<file path="config.mk">
export PLATFORM = sky130hd
export DESIGN_NAME = str_fifo
export DESIGN_NICKNAME = d
export VERILOG_FILES = /design/src/rtl/str_fifo.sv
export SDC_FILE = /design/constraint.sdc
export NUM_CORES = 1
export LEC_CHECK = 0
export BUFFER_PORTS_ARGS = -buffer_cell sky130_fd_sc_hd__clkbuf_2
export CAP_MARGIN = 40
export CELL_PAD_IN_SITES_DETAIL_PLACEMENT = 2
export CELL_PAD_IN_SITES_GLOBAL_PLACEMENT = 2
export CORE_UTILIZATION = 40
export CTS_BUF_LIST = sky130_fd_sc_hd__clkbuf_8
export CTS_CLUSTER_SIZE = 12
export DETAILED_ROUTE_END_ITERATION = 7
export GPL_ROUTABILITY_DRIVEN = 0
export PLACE_DENSITY = 0.69
export SYNTH_ARGS = -nofsm -noshare
export SYNTH_HDL_FRONTEND = slang
export SYNTH_SLANG_ARGS = --single-unit
</file>
<file path="constraint.sdc">
create_clock -name clk -period 3.25 [get_ports clk]
set_input_delay 0.325 -clock clk [delete_from_list [all_inputs] [get_ports clk]]
set_output_delay 0.325 -clock clk [all_outputs]
set_load 0.005 [all_outputs]
</file>
<file path="src/rtl/str_fifo.sv">
// Byte-stream FIFO with valid/ready handshakes on both sides, first-word fall-through output,
// and registered fill-level, ready, valid and almost-full flags.
module str_fifo #(
  parameter int unsigned DW = 8,
  parameter int unsigned AW = 4,
  parameter int unsigned AF = 12
) (
  input  logic          clk,
  input  logic          rst_n,
  input  logic          s_tvalid,
  output logic          s_tready,
  input  logic [DW-1:0] s_tdata,
  output logic          m_tvalid,
  input  logic          m_tready,
  output logic [DW-1:0] m_tdata,
  output logic [AW:0]   cnt,
  output logic          afull
);

  localparam int unsigned DEPTH = 2 ** AW;
  localparam int unsigned PW    = AW + 1;

  logic [DW-1:0] mem_q [DEPTH];

  logic [PW-1:0] wptr_q, wptr_d;
  logic [PW-1:0] rptr_q, rptr_d;
  logic [PW-1:0] cnt_q, cnt_d;
  logic          s_tready_q, s_tready_d;
  logic          m_tvalid_q, m_tvalid_d;
  logic          afull_q, afull_d;
  logic [DW-1:0] m_tdata_q, m_tdata_d;

  logic push_c;
  logic pop_c;

  assign push_c = s_tvalid & s_tready_q;
  assign pop_c  = m_tvalid_q & m_tready;

  // Next pointers, level, flags and the next head word presented on m_tdata.
  always_comb begin
    wptr_d     = wptr_q + PW'(push_c);
    rptr_d     = rptr_q + PW'(pop_c);
    cnt_d      = cnt_q + PW'(push_c) - PW'(pop_c);
    s_tready_d = (cnt_d != PW'(DEPTH));
    m_tvalid_d = (cnt_d != PW'(0));
    afull_d    = (cnt_d >= PW'(AF));
    // When the new head is the slot being written this edge, forward the incoming word.
    if (push_c && (rptr_d == wptr_q)) begin
      m_tdata_d = s_tdata;
    end else begin
      m_tdata_d = mem_q[rptr_d[AW-1:0]];
    end
  end

  always_ff @(posedge clk or negedge rst_n) begin
    if (!rst_n) begin
      wptr_q     <= '0;
      rptr_q     <= '0;
      cnt_q      <= '0;
      s_tready_q <= 1'b0;
      m_tvalid_q <= 1'b0;
      afull_q    <= 1'b0;
      m_tdata_q  <= '0;
    end else begin
      wptr_q     <= wptr_d;
      rptr_q     <= rptr_d;
      cnt_q      <= cnt_d;
      s_tready_q <= s_tready_d;
      m_tvalid_q <= m_tvalid_d;
      afull_q    <= afull_d;
      m_tdata_q  <= m_tdata_d;
    end
  end

  // Storage array is intentionally left unreset.
  always_ff @(posedge clk) begin
    if (push_c) begin
      mem_q[wptr_q[AW-1:0]] <= s_tdata;
    end
  end

  assign s_tready = s_tready_q;
  assign m_tvalid = m_tvalid_q;
  assign m_tdata  = m_tdata_q;
  assign cnt      = cnt_q;
  assign afull    = afull_q;

endmodule

</file>
# ---- Yosys cells after proc, flatten, opt, wreduce, memory -nomap -nowiden
# Memories as Yosys holds them, arrays and structs flattened.
# Index checks and enable logic that the tools add are counted.
dict set report totals {
  ff_bits 26
  ram_bits 128
  in_bits 12
  output_inout_bits 16
  word_cells 22
  mem_count 1
}
dict set report op_classes {
  addsub 4
  order_cmp 1
  n_eq_ne 2
  n_mux 3
  bitwise 2
  n_reduce_logical 2
}
# name depth width rd rd_clocked_by_memory_dff write_ports line_no
set memory_table {}
lappend memory_table {mem_q 16 8 1 0 1 23} ;# logic [DW-1:0] mem_q [DEPTH];
# op count
set ops {}
lappend ops {{5-bit by 1-bit adder with 5-bit output} 3}
lappend ops {{8-bit 2-to-1 mux} 1}
lappend ops {{5-bit equality test} 1}
lappend ops {{5-bit by 4-bit >= comparator with 1-bit output (second input constant)} 1}
lappend ops {{5-bit != test (second input constant)} 1}
lappend ops {{5-bit nonzero test} 1}
lappend ops {{5-bit by 1-bit subtractor with 5-bit output} 1}
lappend ops {{1-bit AND} 2}
lappend ops {{1-bit 2-to-1 mux} 2}
lappend ops {{1-bit logical AND} 1}

# ---- Longest topological paths before layout
# Gate-level depths: netlist of the first run.
dict set report logic_depth {
  ltp_word 5
  mapped_depth 13
  mapped_depth_nobuf 13
}

# ---- Worst setup path after synthesis of the first run
# No wires, ideal clock.
dict set report synth_path {
  kind {register -> register}
  from {register m_tvalid_q, in the netlist m_tvalid}
  to {register m_tdata_q[0], in the netlist m_tdata[0]}
  setup_ps 124
  t_arrival_ps 2407
  t_required_ps 3126
  path_slack_ps 718
  path_stages_with_launch 11
  n_path_buf 4
  period_less_slack_ps 2532
  path_cell_list {dfrtp_1 > and3_2 > ha_1 > buf_2 > buf_2 > buf_2 > buf_2 > mux2i_1 > nand3_1 > a31oi_1 > o31ai_1}
}
dict set report synth_between {
  elab_chain_len 5
  elab_cells_between_ends 6
  classes_between {add/sub (1); eq/ne (1); mux (1); bitwise (1); reduce/logical (1); memory (1)}
}
# element line_no
set synth_lines {}
lappend synth_lines {{from (decl)} 29} ;# logic m_tvalid_q, m_tvalid_d;
lappend synth_lines {{from (signal assigned)} 69} ;# m_tvalid_q <= m_tvalid_d;
lappend synth_lines {{1-bit AND *} 37} ;# assign pop_c = m_tvalid_q & m_tready;
lappend synth_lines {{5-bit by 1-bit adder with 5-bit output *} 42} ;# rptr_d = rptr_q + PW'(pop_c);
lappend synth_lines {{via rptr_d[1]} 26} ;# logic [PW-1:0] rptr_q, rptr_d;
lappend synth_lines {{branches (longest 2 deep; another with memory read 16 x 8 bit)} n/a}
lappend synth_lines {{8-bit 2-to-1 mux *} 48} ;# if (push_c && (rptr_d == wptr_q)) begin
lappend synth_lines {{via m_tdata_d[0]} 31} ;# logic [DW-1:0] m_tdata_q, m_tdata_d;
lappend synth_lines {{to (signal assigned)} 71} ;# m_tdata_q <= m_tdata_d;
lappend synth_lines {{to (decl)} 31}
# Mark *: on every way through the listed nets, which the timed path passes.

# ---- Final worst setup path of the first run
dict set report layout_path {
  from {register m_tvalid_q, in the netlist m_tvalid}
  to {register m_tdata_q[7], in the netlist m_tdata[7]}
}
# The elaborated chain is that of the path after synthesis.

==> results_dict.tcl, run 1 <==
set metrics [dict create \
    routed_wire_per_std_cell_um 23.3 \
    synthTopCellsByArea "edfxtp_1 60%, dfrtp_1 10%, mux2i_1 8.0%, mux4_2 3.2%, nand3_1 2.1%" \
    critPathLaunchType "register" \
    critical_path.n_buffers_inverters 1 \
    min-delay-start "s_tdata[2]" \
    cp.arrival_ns 3.04 \
    syn_area_mm2 0.00641 \
    core_area_mm2 0.0154 \
    ant_nets 0 \
    timing.final.hold_violations 0 \
    final.fill_count 1472 \
    route.detailed.drc 0 \
    run_status "finished, final reports clean" \
    horizontal_die_dimension_um 129 \
    mappedNetlistNets 417 \
    clk_latency_ns 0.45 \
    synth-async-reset-ratio_pct 16.9 \
    final_layout_size_suffix_gt1_share_pct 21.2 \
    worst_slew_pin_slew_ns 0.937 \
    critPathMaxFanout 72 \
    dp.final_hpwl_um 10300 \
    netlist-cell-type-count 38 \
    synth_cells 397 \
    avg_inst_size_synth_um2 16.2 \
    global_route_wire_length_before_repair_um 24100 \
    timing_worst_setup_path_type "reg2reg" \
    yosysSeqAreaShare_pct 70.1 \
    mostFrequentLayoutCells "128 x edfxtp_1, 51 x mux2i_1, 27 x nand3_1, 27 x clkbuf_2, 26 x dfrtp_1" \
    globalRoute.totalOverflow 0 \
    power.density_cell_area_mw_per_mm2 1010 \
    rsz_0062_raised_after_global_routing "no" \
    worst_r2r_path_depth 8 \
    cts_resized 0 \
    clock.fmax_mhz 370 \
    finish.utilization_pct 47.1 \
    seq_area_mm2 0.00449 \
    crit_family "simple AND/OR/NAND/NOR gates" \
    avgViaCountPerCell 5.30 \
    io_pins 28 \
    synth.ff_latch_count 154 \
    max_slew_margin_pct 37.3 \
    final.setup.tns_ns 0 \
    slowest_stage_delay_cp_ns 0.44 \
    floorplan.initialDensity_pct 41.6 \
    grt_antenna_before_repair 0 \
    cp_slowest_cell "dfrtp_1" \
    synth_largest_type_area_fraction_pct 59.9 \
    cts_buffers 17 \
    synth_edf_count 128 \
    multiInputGateArea_mm2 0.00181 \
    finalNetCount 460 \
    numPortBuffers 27 \
    design.die.area_mm2 0.0165 \
    total_via_count_in_the_routed_design 3517 \
    tritoncts "built" \
    leakagePower_nw 2.63 \
    min_delay_path_class "in2reg" \
    floorplan.die.height_um 129 \
    clkSlewWorstSetupHoldPaths_ns 0.09 \
    clock_path_buffers 2 \
    max_slew_violation_total_from_the_final_report 0 \
    synth.largest_area_cell "edfxtp_1" \
    htree_levels 4 \
    hold_depth 1 \
    drt_first_iter_violations 169 \
    finalWirelength_um 15400 \
    ir_worst_vdd_mv 0.570 \
    timing.final.setup_violations 0 \
    crit_path_cell_trace "and3_2, ha_4, buf_12, mux2_2, nor4_1, a21oi_1, a31oi_1, o31ai_1" \
    pin_count_of_the_biggest_net_entering_global_routing 73 \
    timing.critical_path.required_ns 3.58 \
    most_frequent_standard_cell_in_the_layout_excluding_fill_and_tap_cells "edfxtp_1" \
    row_count 45 \
    cts_root_buf "clkbuf_8" \
    area_growth_from_synthesis_to_final_layout_pct 13.3 \
    r2r_setup_slack_ns 0.55 \
    critPathCaptureType "register" \
    post_cts.repair.setup_buffers 0 \
    first_global_vias 3968 \
    hold_end "mem_q[8][2]" \
    rr_endpoint "m_tdata[7]" \
    r2r-start "m_tvalid" \
    post-route-min-period_ns 2.70 \
    synthFlopType "edfxtp_1" \
    layout_worst_path_cycle_share_pct 83.2 \
    design_power_total_mw 7.34 \
    post_cts_hold_buffer_count 1 \
    insertedDiodeCount 0 \
    track_usage_pct 20.5 \
    cap_viol_max_count 0 \
    first_pass_iters 4 \
    ys.warnings.count 0 \
    clock_sink_count 154 \
    clock-skew-final_ns 0.0103 \
]
[how the worst max path moves through the flow]
stage                        start         end  slack [ns]  cells after the start
after global routing      m_tvalid  m_tdata[7]        0.39                      8
after CTS                 m_tvalid  m_tdata[7]        0.51                      8
after floorplan           m_tvalid  m_tdata[0]        0.72                     10
final                     m_tvalid  m_tdata[7]        0.55                      8
after detailed placement  m_tvalid  m_tdata[7]        0.53                      8
after global placement    m_tready  m_tdata[7]        0.67                      9
[worst register-to-register path: cells and delay by family, from the launching register on]
family | cells | cell delay, ns
multiplexers | 1 | 0.43
buffers and inverters | 1 | 0.36
flip-flops | 1 | 0.44
AND/OR/NAND/NOR | 2 | 0.63
adder cells (fa/ha/maj) | 1 | 0.29
AO/OA/AOI/OAI | 3 | 0.44
[power breakdown]
group          total [mW]  internal (mW)  switching [mW]
registers            2.74           2.51           0.230
logic                3.17           1.38            1.80
clock network        1.42          0.681           0.740
total                7.34           4.57            2.77
[metal layers]
layer	vias to the layer above	routed length (µm)	global-route usage, %
met3	8	446	4.62
met5	-	0	0
li1	1608	-	-
met4	0	113	4.50
met2	58	7960	35.7
met1	1843	6920	26.2
[logic make-up (layout without fill, tap and decap cells)]
kind of cell               count (synthesis)  in the layout  synth area share [%]
buffers and inverters                     30             86                  2.26
and+or+nand+nor                           89             89                  7.24
xor gates and xnor gates                  14             14                  2.34
adders and majority gates                  8              8                  1.68
DFF                                      154            154                  70.1
AOI/OAI and AO/OA                         34             34                  3.82
muxes                                     68             68                  12.6
[sequential cells by signal, summed over array words and instances, names as in the netlist]
| register | cells |
|---|---|
| mem_q | 128 |
| m_tdata | 8 |
| cnt | 5 |
| rptr_q | 5 |
| wptr_q | 5 |
| afull | 1 |
| m_tvalid | 1 |
| s_tready | 1 |
[Yosys cell counts, types with 2 or more instances]
library cell / instances
nor4_1: 8
clkbuf_1: 9
mux2i_1: 51
nand2_1: 11
edfxtp_1: 128
nor2_1: 14
buf_6: 3
and2_1: 8
nor2b_1: 8
a31oi_1: 7
o21ai_0: 2
nand2b_1: 3
mux2_2: 7
a21oi_1: 8
mux4_2: 9
dfrtp_1: 26
nor3_1: 4
xor2_1: 6
nand3_1: 27
inv_1: 9
a211oi_1: 7
xnor3_1: 2
buf_2: 8
ha_1: 7
o31ai_1: 7
xnor2_1: 6
[per-stage QoR]
step	instance area, µm²	std cells	hold WS [ns]	worst slack (ns)
6_report	7270	664	0.354	0.545
5_1_grt	7270	664	0.342	0.389
4_1_cts	7270	664	0.341	0.508
3_5_place_dp	6870	631	0.418	0.528
3_3_place_gp	6840	626	0.377	0.672
2_1_floorplan	6410	397	0.0294	0.718
[area by class of cell]
class                   count  share of cell area, %
flip-flops and latches    154                   61.8
inverters                   9                  0.465
well taps                 211                   3.63
repair buffers             45                   3.92
clock inverters            15                   2.08
clock buffers              17                   3.22
multi-input cells         213                   24.8
(Power assumes the default switching activity.)
==> run 2, diff against run 1 <==
--- a/config.mk
+++ b/config.mk
@@ -5,16 +5,17 @@
 export SDC_FILE = /design/constraint.sdc
 export NUM_CORES = 1
 export LEC_CHECK = 0
+export ABC_AREA = 1
 export BUFFER_PORTS_ARGS = -buffer_cell sky130_fd_sc_hd__clkbuf_2
 export CAP_MARGIN = 40
 export CELL_PAD_IN_SITES_DETAIL_PLACEMENT = 2
 export CELL_PAD_IN_SITES_GLOBAL_PLACEMENT = 2
-export CORE_UTILIZATION = 40
+export CORE_UTILIZATION = 39
 export CTS_BUF_LIST = sky130_fd_sc_hd__clkbuf_8
 export CTS_CLUSTER_SIZE = 12
 export DETAILED_ROUTE_END_ITERATION = 7
 export GPL_ROUTABILITY_DRIVEN = 0
-export PLACE_DENSITY = 0.69
+export PLACE_DENSITY = 0.77
 export SYNTH_ARGS = -nofsm -noshare
 export SYNTH_HDL_FRONTEND = slang
 export SYNTH_SLANG_ARGS = --single-unit
==> constraint.sdc (replaced) <==
create_clock -name clk -period 2.4 [get_ports clk]
set_input_delay 0.24 -clock clk [delete_from_list [all_inputs] [get_ports clk]]
set_output_delay 0.24 -clock clk [all_outputs]
set_load 0.005 [all_outputs]
==> run 2 against run 1 <==
Effect of this change: combinational power grew 56%; area after synthesis grew 9.9%; worst hold slack lost 0.046 ns; sequential power grew 32%; flip-flop and latch count is the same; synthesized cell count grew 65%; clock-buffer cell count is the same; wire length grew 33%; final cell count grew 41%; first-iteration DRC count grew 38%; global-route usage grew 3.6 points; clock skew shrank 0.0021 ns; critical endpoint is now s_tready; largest cell class unchanged.
==> results_dict.tcl, run 2 <==
set metrics [dict create \
    numPortBuffers 27 \
    grt_antenna_before_repair 0 \
    first_pass_iters 4 \
    clk_latency_ns 0.47 \
    io_pins 28 \
    clock-skew-final_ns 0.00827 \
    horizontal_die_dimension_um 136 \
    power.combinational.fraction_pct 46.6 \
    mappedNetlistNets 675 \
    route.detailed.drc 0 \
    switching_share_pct 43.9 \
    finish.utilization_pct 45.3 \
    clock.fmax_mhz 449 \
    floorplan.die.height_um 136 \
    synth_top_cells_by_count "144 x nand3_1, 128 x edfxtp_1, 108 x nand2_1" \
    cp.arrival_ns 2.58 \
    seq_area_mm2 0.00449 \
    avgViaCountPerCell 5.23 \
    min-delay-start "s_tdata[0]" \
    whs_ns 0.308 \
    critPathLaunchType "register" \
    min_delay_path_class "in2reg" \
    leakagePower_nw 3.34 \
    post_cts.repair.setup_buffers 0 \
    synth_cells 655 \
    synthTopCellsByArea "edfxtp_1 55%, nand3_1 10%, dfrtp_1 9.2%, nand2_1 5.8%, inv_1 5.4%" \
    mostFrequentLayoutCells "144 x nand3_1, 128 x edfxtp_1, 108 x nand2_1" \
    global_route_wire_length_before_repair_um 32000 \
    ant_nets 0 \
    htree_levels 4 \
    track_usage_pct 24.1 \
    synth.ff_latch_count 154 \
    tritoncts "built" \
    synth_largest_type_area_fraction_pct 54.5 \
    slowest_stage_delay_cp_ns 0.39 \
    cts_buffers 17 \
    syn_area_mm2 0.00705 \
    ir_worst_vdd_mv 0.653 \
    final.setup.tns_ns 0 \
    power.density_cell_area_mw_per_mm2 1340 \
    crit_family "simple AND/OR/NAND/NOR gates" \
    core_area_mm2 0.0175 \
    row_count 48 \
    timing_worst_setup_path_type "reg2reg" \
    post-route-min-period_ns 2.23 \
    ys.warnings.count 0 \
    dp.final_hpwl_um 14100 \
    final_layout_size_suffix_gt1_share_pct 14.0 \
    final.fill_count 1830 \
    design.die.area_mm2 0.0186 \
    cap_viol_max_count 0 \
    netlist-cell-type-count 28 \
    dpl-instance-area_mm2 0.00748 \
    crit_path_frequent_cell "nand2_1" \
    cts_root_buf "clkbuf_8" \
    crit_path_cell_trace "nand2_1, inv_1, buf_4, nand2_1, nand2_1, ha_1, inv_1, fa_1, xnor2_1, nor3_1, nand3_1" \
    clkSlewWorstSetupHoldPaths_ns 0.09 \
    power_frac_seq_pct 34.1 \
    r2r-start "s_tready" \
    max_slew_violation_total_from_the_final_report 0 \
    final_cell_area_mm2 0.00792 \
    critPathCaptureType "register" \
    power.switching_mw 4.66 \
    most_frequent_standard_cell_in_the_layout_excluding_fill_and_tap_cells "nand3_1" \
    critPathMaxFanout 15 \
    synth-async-reset-ratio_pct 16.9 \
    clock_path_buffers 2 \
    pin_count_of_the_biggest_net_entering_global_routing 40 \
    power.share.clock_pct 19.3 \
    routed_wire_per_std_cell_um 21.9 \
    area_growth_from_synthesis_to_final_layout_pct 12.3 \
    cp_slowest_cell "fa_1" \
    finalNetCount 719 \
    max_slew_margin_pct 53.3 \
    timing.final.hold_violations 0 \
    timing.final.setup_violations 0 \
    post-synth-top-count-cell "nand3_1" \
    run_status "finished, final reports clean" \
    finalWirelength_um 20600 \
    timing.critical_path.required_ns 2.75 \
    internal_power_mw 5.95 \
    globalRoute.totalOverflow 0 \
    total_via_count_in_the_routed_design 4901 \
    drt_first_iter_violations 234 \
    floorplan.initialDensity_pct 40.3 \
    synth.largest_area_cell "edfxtp_1" \
    synth_edf_count 128 \
    insertedDiodeCount 0 \
    critical_path.n_buffers_inverters 3 \
    yosysSeqAreaShare_pct 63.8 \
    first_global_vias 5571 \
    avg_inst_size_synth_um2 10.8 \
    layout_worst_path_cycle_share_pct 92.9 \
    rsz_0062_raised_after_global_routing "no" \
    largest_register_ffs 128 \
    setup.worst_path.start "s_tready" \
    multiInputGateArea_mm2 0.00195 \
    worst_slew_pin_slew_ns 0.700 \
    clock_sink_count 154 \
    synthFlopType "edfxtp_1" \
]
run 2: cell types whose count changed in the layout (fill, tap and decap cells not counted), sizes merged, moves of 12 or more:
| cell | previous run | this run |
|---|---|---|
| buf | 17 | 29 |
| mux2i | 51 | 0 |
| nand3b | 0 | 48 |
| nand2 | 11 | 113 |
| nand3 | 27 | 145 |
| inv | 12 | 108 |
run 2: worst register-to-register path, stage by stage, from the launching register on:
cell and delay [ns]:
dfrtp_1 0.37, nand2_1 0.06, inv_1 0.09, buf_4 0.22, nand2_1 0.08, nand2_1 0.08
ha_1 0.17, inv_1 0.06, fa_1 0.39, xnor2_1 0.19, nor3_1 0.28, nand3_1 0.12
run 2: area by class of cell:
class / instances / share of cell area [%]
tap: 225 / 3.56
clock buffer: 17 / 2.96
inverter: 105 / 4.98
timing repair buffer: 57 / 4.90
clock inverter: 15 / 2.23
multi-input combinational: 364 / 24.6
sequential: 154 / 56.8
run 2: timing repair:
item | 4_1_cts | 5_1_grt
resized for setup | 0 | 5
hold buffers | 1 | 0
endpoints found under the setup margin | 0 | 11
endpoints found under the hold margin | 26 | 0
run 2: layer usage:
layer	global-route usage (%)	up-vias	part of all wire, %
met4	9.26	0	2.2
li1	-	2287	-
met3	4.25	27	3.3
met2	42.3	68	52
met5	0	-	0
met1	29.4	2519	42
run 2: logic make-up after synthesis:
kind of cell	share of synthesized area, %
compound gates	0.355
xor+xnor	1.24
fa+ha+maj	1.53
buf+inv	8.82
flops	63.8
simple gates	24.3
run 2: stage by stage:
stage | cells | power (mW) | setup slack (ns)
2_1_floorplan | 655 | 6.82 | 0.242
3_3_place_gp | 904 | 8.34 | 0.248
3_5_place_dp | 904 | 8.58 | 0.0744
4_1_cts | 937 | 10.7 | 0.0617
5_1_grt | 937 | 11.3 | 0.000451
6_report | 937 | 10.6 | 0.171
run 2: power by group through the flow:
| stage | sequential (mW) | combinational (mW) | clock [mW] |
|---|---|---|---|
| final | 3.61 | 4.94 | 2.05 |
| after global routing | 3.66 | 5.46 | 2.19 |
| after CTS | 3.62 | 4.97 | 2.10 |
| after detailed placement | 3.67 | 4.91 | 0 |
| after global placement | 3.64 | 4.70 | 0 |
| after floorplan | 3.60 | 3.22 | 0 |
run 2: worst paths after layout:
kind | to | slack [ns] | depth (start not counted)
setup reg to reg | s_tready | 0.17 | 11
setup / recovery | s_tready | 0.17 | 11
max in group asynchronous | wptr_q[2] | 1.61 | 2
min in group asynchronous | cnt[2] | 0.34 | 2
hold / removal | mem_q[9][0] | 0.31 | 1
hold reg to reg | rptr_q[4] | 0.53 | 1
